==> src/rtl/dino_collision_ctrl.sv <==
// Game controller for the 7x5 dino runner: collision detection, lives, hit hold, BCD score, composite frame.
// Optional HIGH_SCORE_EN adds a best_score register and port.
module dino_collision_ctrl #(
    parameter int LIVES    = 3,
    parameter int HIT_HOLD = 2
) (
    input  logic        slow_clk,
    input  logic        reset,
    input  logic        start,
    input  logic [34:0] rock_flat,
    input  logic [34:0] dino_flat,
    output logic [34:0] frame_flat,
    output logic        running,
    output logic        game_over,
    output logic        hit,
    output logic [1:0]  lives,
    output logic [15:0] score
`ifdef HIGH_SCORE_EN
    ,
    output logic [15:0] best_score
`endif
);

    typedef enum logic [1:0] {IDLE, RUN, HOLD, OVER} state_t;

    localparam logic [1:0] LIVES_INIT = 2'(LIVES);
    localparam logic [2:0] HOLD_INIT  = 3'(HIT_HOLD);

    state_t      state, state_n;
    logic [34:0] frame_n;
    logic        hit_n;
    logic [1:0]  lives_n;
    logic [15:0] score_n;
    logic [4:0]  row7_prev;
    logic [2:0]  hold_cnt, hold_n;
    logic        coll, exit_evt;

    // Saturating 4-digit BCD increment: 9999 sticks, otherwise ripple the carry.
    function automatic logic [15:0] bcd_inc_sat(input logic [15:0] v);
        logic [15:0] r;
        logic        carry;
        r     = v;
        carry = 1'b1;
        if (v == 16'h9999) return v;
        for (int d = 0; d < 4; d++) begin
            if (carry) begin
                if (r[d*4 +: 4] == 4'd9) begin
                    r[d*4 +: 4] = 4'd0;
                end else begin
                    r[d*4 +: 4] = r[d*4 +: 4] + 4'd1;
                    carry       = 1'b0;
                end
            end
        end
        return r;
    endfunction

    assign coll     = |(rock_flat & dino_flat);
    assign exit_evt = (row7_prev != 5'd0) && (rock_flat[34:30] == 5'd0);

    always_comb begin
        state_n = state;
        frame_n = frame_flat;
        hit_n   = 1'b0;
        lives_n = lives;
        score_n = score;
        hold_n  = hold_cnt;
        case (state)
            IDLE: begin
                if (start) state_n = RUN;
            end
            RUN: begin
                frame_n = rock_flat | dino_flat;
                if (coll) begin
                    hit_n   = 1'b1;
                    lives_n = lives - 2'd1;
                    if (lives_n == 2'd0) begin
                        state_n = OVER;
                    end else begin
                        state_n = HOLD;
                        hold_n  = HOLD_INIT;
                    end
                end else if (exit_evt) begin
                    score_n = bcd_inc_sat(score);
                end
            end
            HOLD: begin
                frame_n = rock_flat | dino_flat;
                if (exit_evt) score_n = bcd_inc_sat(score);
                // hold_cnt counts the HOLD cycles still to be spent, including this one.
                if (hold_cnt <= 3'd1) begin
                    state_n = RUN;
                    hold_n  = 3'd0;
                end else begin
                    hold_n = hold_cnt - 3'd1;
                end
            end
            OVER: begin
                if (start) begin
                    state_n = RUN;
                    score_n = 16'h0000;
                    lives_n = LIVES_INIT;
                end
            end
            default: state_n = IDLE;
        endcase
    end

    always_ff @(posedge slow_clk or posedge reset) begin
        if (reset) begin
            state      <= IDLE;
            frame_flat <= '0;
            running    <= 1'b0;
            game_over  <= 1'b0;
            hit        <= 1'b0;
            lives      <= LIVES_INIT;
            score      <= '0;
            row7_prev  <= '0;
            hold_cnt   <= '0;
        end else begin
            state      <= state_n;
            frame_flat <= frame_n;
            running    <= (state_n == RUN) || (state_n == HOLD);
            game_over  <= (state_n == OVER);
            hit        <= hit_n;
            lives      <= lives_n;
            score      <= score_n;
            row7_prev  <= rock_flat[34:30];
            hold_cnt   <= hold_n;
        end
    end

`ifdef HIGH_SCORE_EN
    // Score cannot change on the fatal edge, so the current score is the final one.
    always_ff @(posedge slow_clk or posedge reset) begin
        if (reset) begin
            best_score <= '0;
        end else if (state == RUN && state_n == OVER && score > best_score) begin
            best_score <= score;
        end
    end
`endif

endmodule

==> config.mk <==
export PLATFORM = sky130hd
export DESIGN_NAME = dino_collision_ctrl
export DESIGN_NICKNAME = d
export VERILOG_FILES = /design/src/rtl/dino_collision_ctrl.sv
export SDC_FILE = /design/constraint.sdc
export NUM_CORES = 1
export LEC_CHECK = 0
export CORE_MARGIN = 1.5
export CORE_UTILIZATION = 40
export DETAILED_ROUTE_END_ITERATION = 6
export PLACE_DENSITY = 0.85
export SLEW_MARGIN = 30
export SYNTH_ARGS = -nofsm -noshare
export SYNTH_HDL_FRONTEND = slang
export SYNTH_SLANG_ARGS = --single-unit
==> constraint.sdc <==
create_clock -name slow_clk -period 2.1 [get_ports slow_clk]
set_input_delay 0.21 -clock slow_clk [delete_from_list [all_inputs] [get_ports slow_clk]]
set_output_delay 0.21 -clock slow_clk [all_outputs]
set_load 0.02 [all_outputs]
==> impl_metrics.env <==
export IMPL_cap_violations=0
export IMPL_synthesis_nets=444
export IMPL_p_per_area_nw_per_um2=1439
export IMPL_num_rows=32
export IMPL_cts_root_buf="clkbuf_8"
export IMPL_most_common_layout_cells="clkdlybuf4s50_1 (127), nor2_1 (91), dfrtp_1 (59), buf_4 (44), a21oi_1 (39)"
export IMPL_crit_start="score[0]"
export IMPL_p_int_mw=4.573
export IMPL_routed_via_density=5.198
export IMPL_crit_required_ns=2.33
export IMPL_final_hold_violation_count=0
export IMPL_num_vias=3306
export IMPL_synth_avg_cell_area_um2=9.266
export IMPL_top_layer_used="met4"
export IMPL_start_util_pct=41.92
export IMPL_final_max_slew_violation_count=0
export IMPL_pwr_share_seq_pct=26.9
export IMPL_synthArstFlopShare_pct=100.0
export IMPL_max_freq_ghz=0.4447
export IMPL_yosysSeqAreaShare_pct=50.29
export IMPL_clk_pin_slew_ns=0.07
export IMPL_final_net_count=618
export IMPL_routabilityCongestion=0.8711
export IMPL_cts_max_level=3
export IMPL_multi_input_area_um2=1744
export IMPL_hpwl_mm=7.351
export IMPL_clock_power_share_pct=15.4
export IMPL_ir_drop_uv=710.3
export IMPL_register_area_um2=1660
export IMPL_nFillCells=578
export IMPL_reg2reg_slack_ns=-0.15
export IMPL_hold_path_class="in2async"
export IMPL_synth_top_area_share_pct=48.69
export IMPL_drtIter0Drc=152
export IMPL_cts_tree="done"
export IMPL_grtUsageTotal_pct=23.25
export IMPL_routedWlPerCell_um=15.38
export IMPL_antennaDiodeCount=0
export IMPL_finalCriticalPeriod_ns=2.249
export IMPL_synth_seq_cells=66
export IMPL_synthCells=355
export IMPL_die_h_um=93.69
export IMPL_cts_buffer_depth=2
export IMPL_leakagePower_nw=2.314
export IMPL_critical_path_class="reg2reg"
export IMPL_worst_slack_ns=-0.1487
export IMPL_die_w_um=93.69
export IMPL_skew_ns=0.008041
export IMPL_clkLatencyLatePin_ns=0.35
export IMPL_status="complete, but fails checks"
export IMPL_numCtsBuffers=9
export IMPL_place_area_um2=5046
export IMPL_min_period_over_period_pct=107.1
export IMPL_grt_pass1_wl_mm=15.77
export IMPL_p_sw_share_pct=41.83
export IMPL_ys_warn_count=0
export IMPL_synth_area_um2=3289
export IMPL_clock_sinks=66
export IMPL_total_power_mw=7.861
export IMPL_grt_max_degree=43
export IMPL_core_area_um2=7848
export IMPL_r2r_start="score[0]"
export IMPL_pwr_share_comb_pct=57.8
export IMPL_setup_violations=16
export IMPL_ioPinCount=129
export IMPL_wirelength_met1_mm=3.704
export IMPL_netSwitchingPower_mw=3.288
export IMPL_drt_first_pass_iters=4
export IMPL_gr_total_overflow=0
export IMPL_final_area_um2=5461
export IMPL_layout_commonest_cell="clkdlybuf4s50_1"
export IMPL_drtAntennaViolNets=0
export IMPL_end_kind="register"
export IMPL_wl_met2_mm=5.172
export IMPL_antenna_found_initial=0
export IMPL_post_cts_setup_buffers=0
export IMPL_worst_pin_slew_ns=0.5013
export IMPL_path_max_fanout=3
export IMPL_rsz0062_at_grt="yes"
export IMPL_remaining_drc_errors=0
export IMPL_layout_drive_gt1_share_pct=20.97
export IMPL_design_die_area_um2=8777
export IMPL_grt_pass1_vias=3490
export IMPL_portBuffers=128
export IMPL_violations="setup timing"
export IMPL_ys_flop_type="dfrtp_1"
export IMPL_crit_arrival_ns=2.48
export IMPL_pre_cts_ws_ns=-0.7139
export IMPL_wl_met3_um=789
export IMPL_rr_endpoint="score[5]"
export IMPL_startpoint_type="register"
export IMPL_synth_edff_count=0
export IMPL_yosysTopAreaCell="dfrtp_1"
export IMPL_slew_headroom_pct=66.51
export IMPL_reg2regPathDepth=8
export IMPL_ys_types=45
export IMPL_drt_wl_total_mm=9.783
export IMPL_synthToLayoutAreaGrowth_pct=66.03
export IMPL_synthTopCellsByArea="dfrtp_1 (49%), nor2_1 (11%), ha_1 (6.1%)"
## registers in the layout (all words and copies together) (netlist names)
name        cells
frame_flat     35
game_over       1
hit             1
hold_cnt        3
lives           2
row7_prev       5
running         1
score          16
state           2
## power groups by stage
stage | registers, mW | logic [mW] | clock network [mW]
global placement | 2.07 | 4.03 | 0
finish | 2.11 | 4.54 | 1.21
detailed placement | 2.10 | 4.19 | 0
global route | 2.17 | 4.92 | 1.28
floorplan | 2.63 | 1.79 | 0
CTS | 2.10 | 4.38 | 1.22
## cell usage after synthesis (3+ instances only)
master / number
nor2_1: 94
nand2_1: 11
nand3_1: 7
or3_1: 3
nor2b_1: 6
clkbuf_1: 11
nor3_1: 6
o41ai_1: 4
ha_1: 16
a31oi_1: 3
dfrtp_1: 64
o31ai_1: 4
a22oi_1: 16
a21o_1: 4
mux2_2: 4
inv_1: 12
a21oi_1: 39
o21ai_0: 12
## through the flow
step	instances	hold slack [ns]	TNS, ns	utilization [%]
finish	636	0.1531	-1.227	69.60
global route	636	0.1626	-2.100	69.60
global placement	620	0.4728	-7.994	64.30
CTS	636	0.1579	-1.459	68.40
floorplan	355	0.2414	-0.9661	-
detailed placement	620	0.4872	-9.377	64.30
## cell families (layout without fill, tap and decap cells)
logic type	after synthesis	count (layout)	share of synthesized area, %
flops	66	66	50.29
mux	8	8	2.891
fa+ha+maj	16	16	6.086
compound gates	93	93	17.54
simple gates	148	148	20.43
buf+inv	24	203	2.776
## critical path: stages (launching register included)
cell	delay [ns]
dfrtp_2	0.41
ha_2	0.17
and3b_2	0.19
and3_4	0.17
and2_4	0.13
a21o_1	0.18
o21bai_4	0.19
or3_4	0.37
mux2_4	0.31
## how the worst max path moves through the flow
stage	endpoint	slack, ns
after floorplan	score[4]	-0.20
after global placement	score[15]	-0.51
after detailed placement	score[11]	-0.71
after CTS	score[14]	-0.19
after global routing	score[14]	-0.19
final	score[5]	-0.15
## final cells by class
cell class	count	area share [%]
clock buffer	10	2.520
clock inverter	6	1.649
inverter	12	0.8247
multi-input combinational	265	31.94
sequential	66	30.40
tap	102	2.337
timing repair buffer	175	30.33
## layer usage
metal | GRT usage (%) | vias up
li1 | - | 1601
met3 | 8.172 | 12
met2 | 41.49 | 114
met5 | 0 | -
met4 | 8.582 | 0
met1 | 25.26 | 1579
## repair_timing
item | CTS | global route
resized for setup | 21 | 20
pin swaps | 13 | 5
hold buffers | 0 | 0
endpoints found under the setup margin | 16 | 18
No activity file was read; power rests on OpenSTA's default activity.
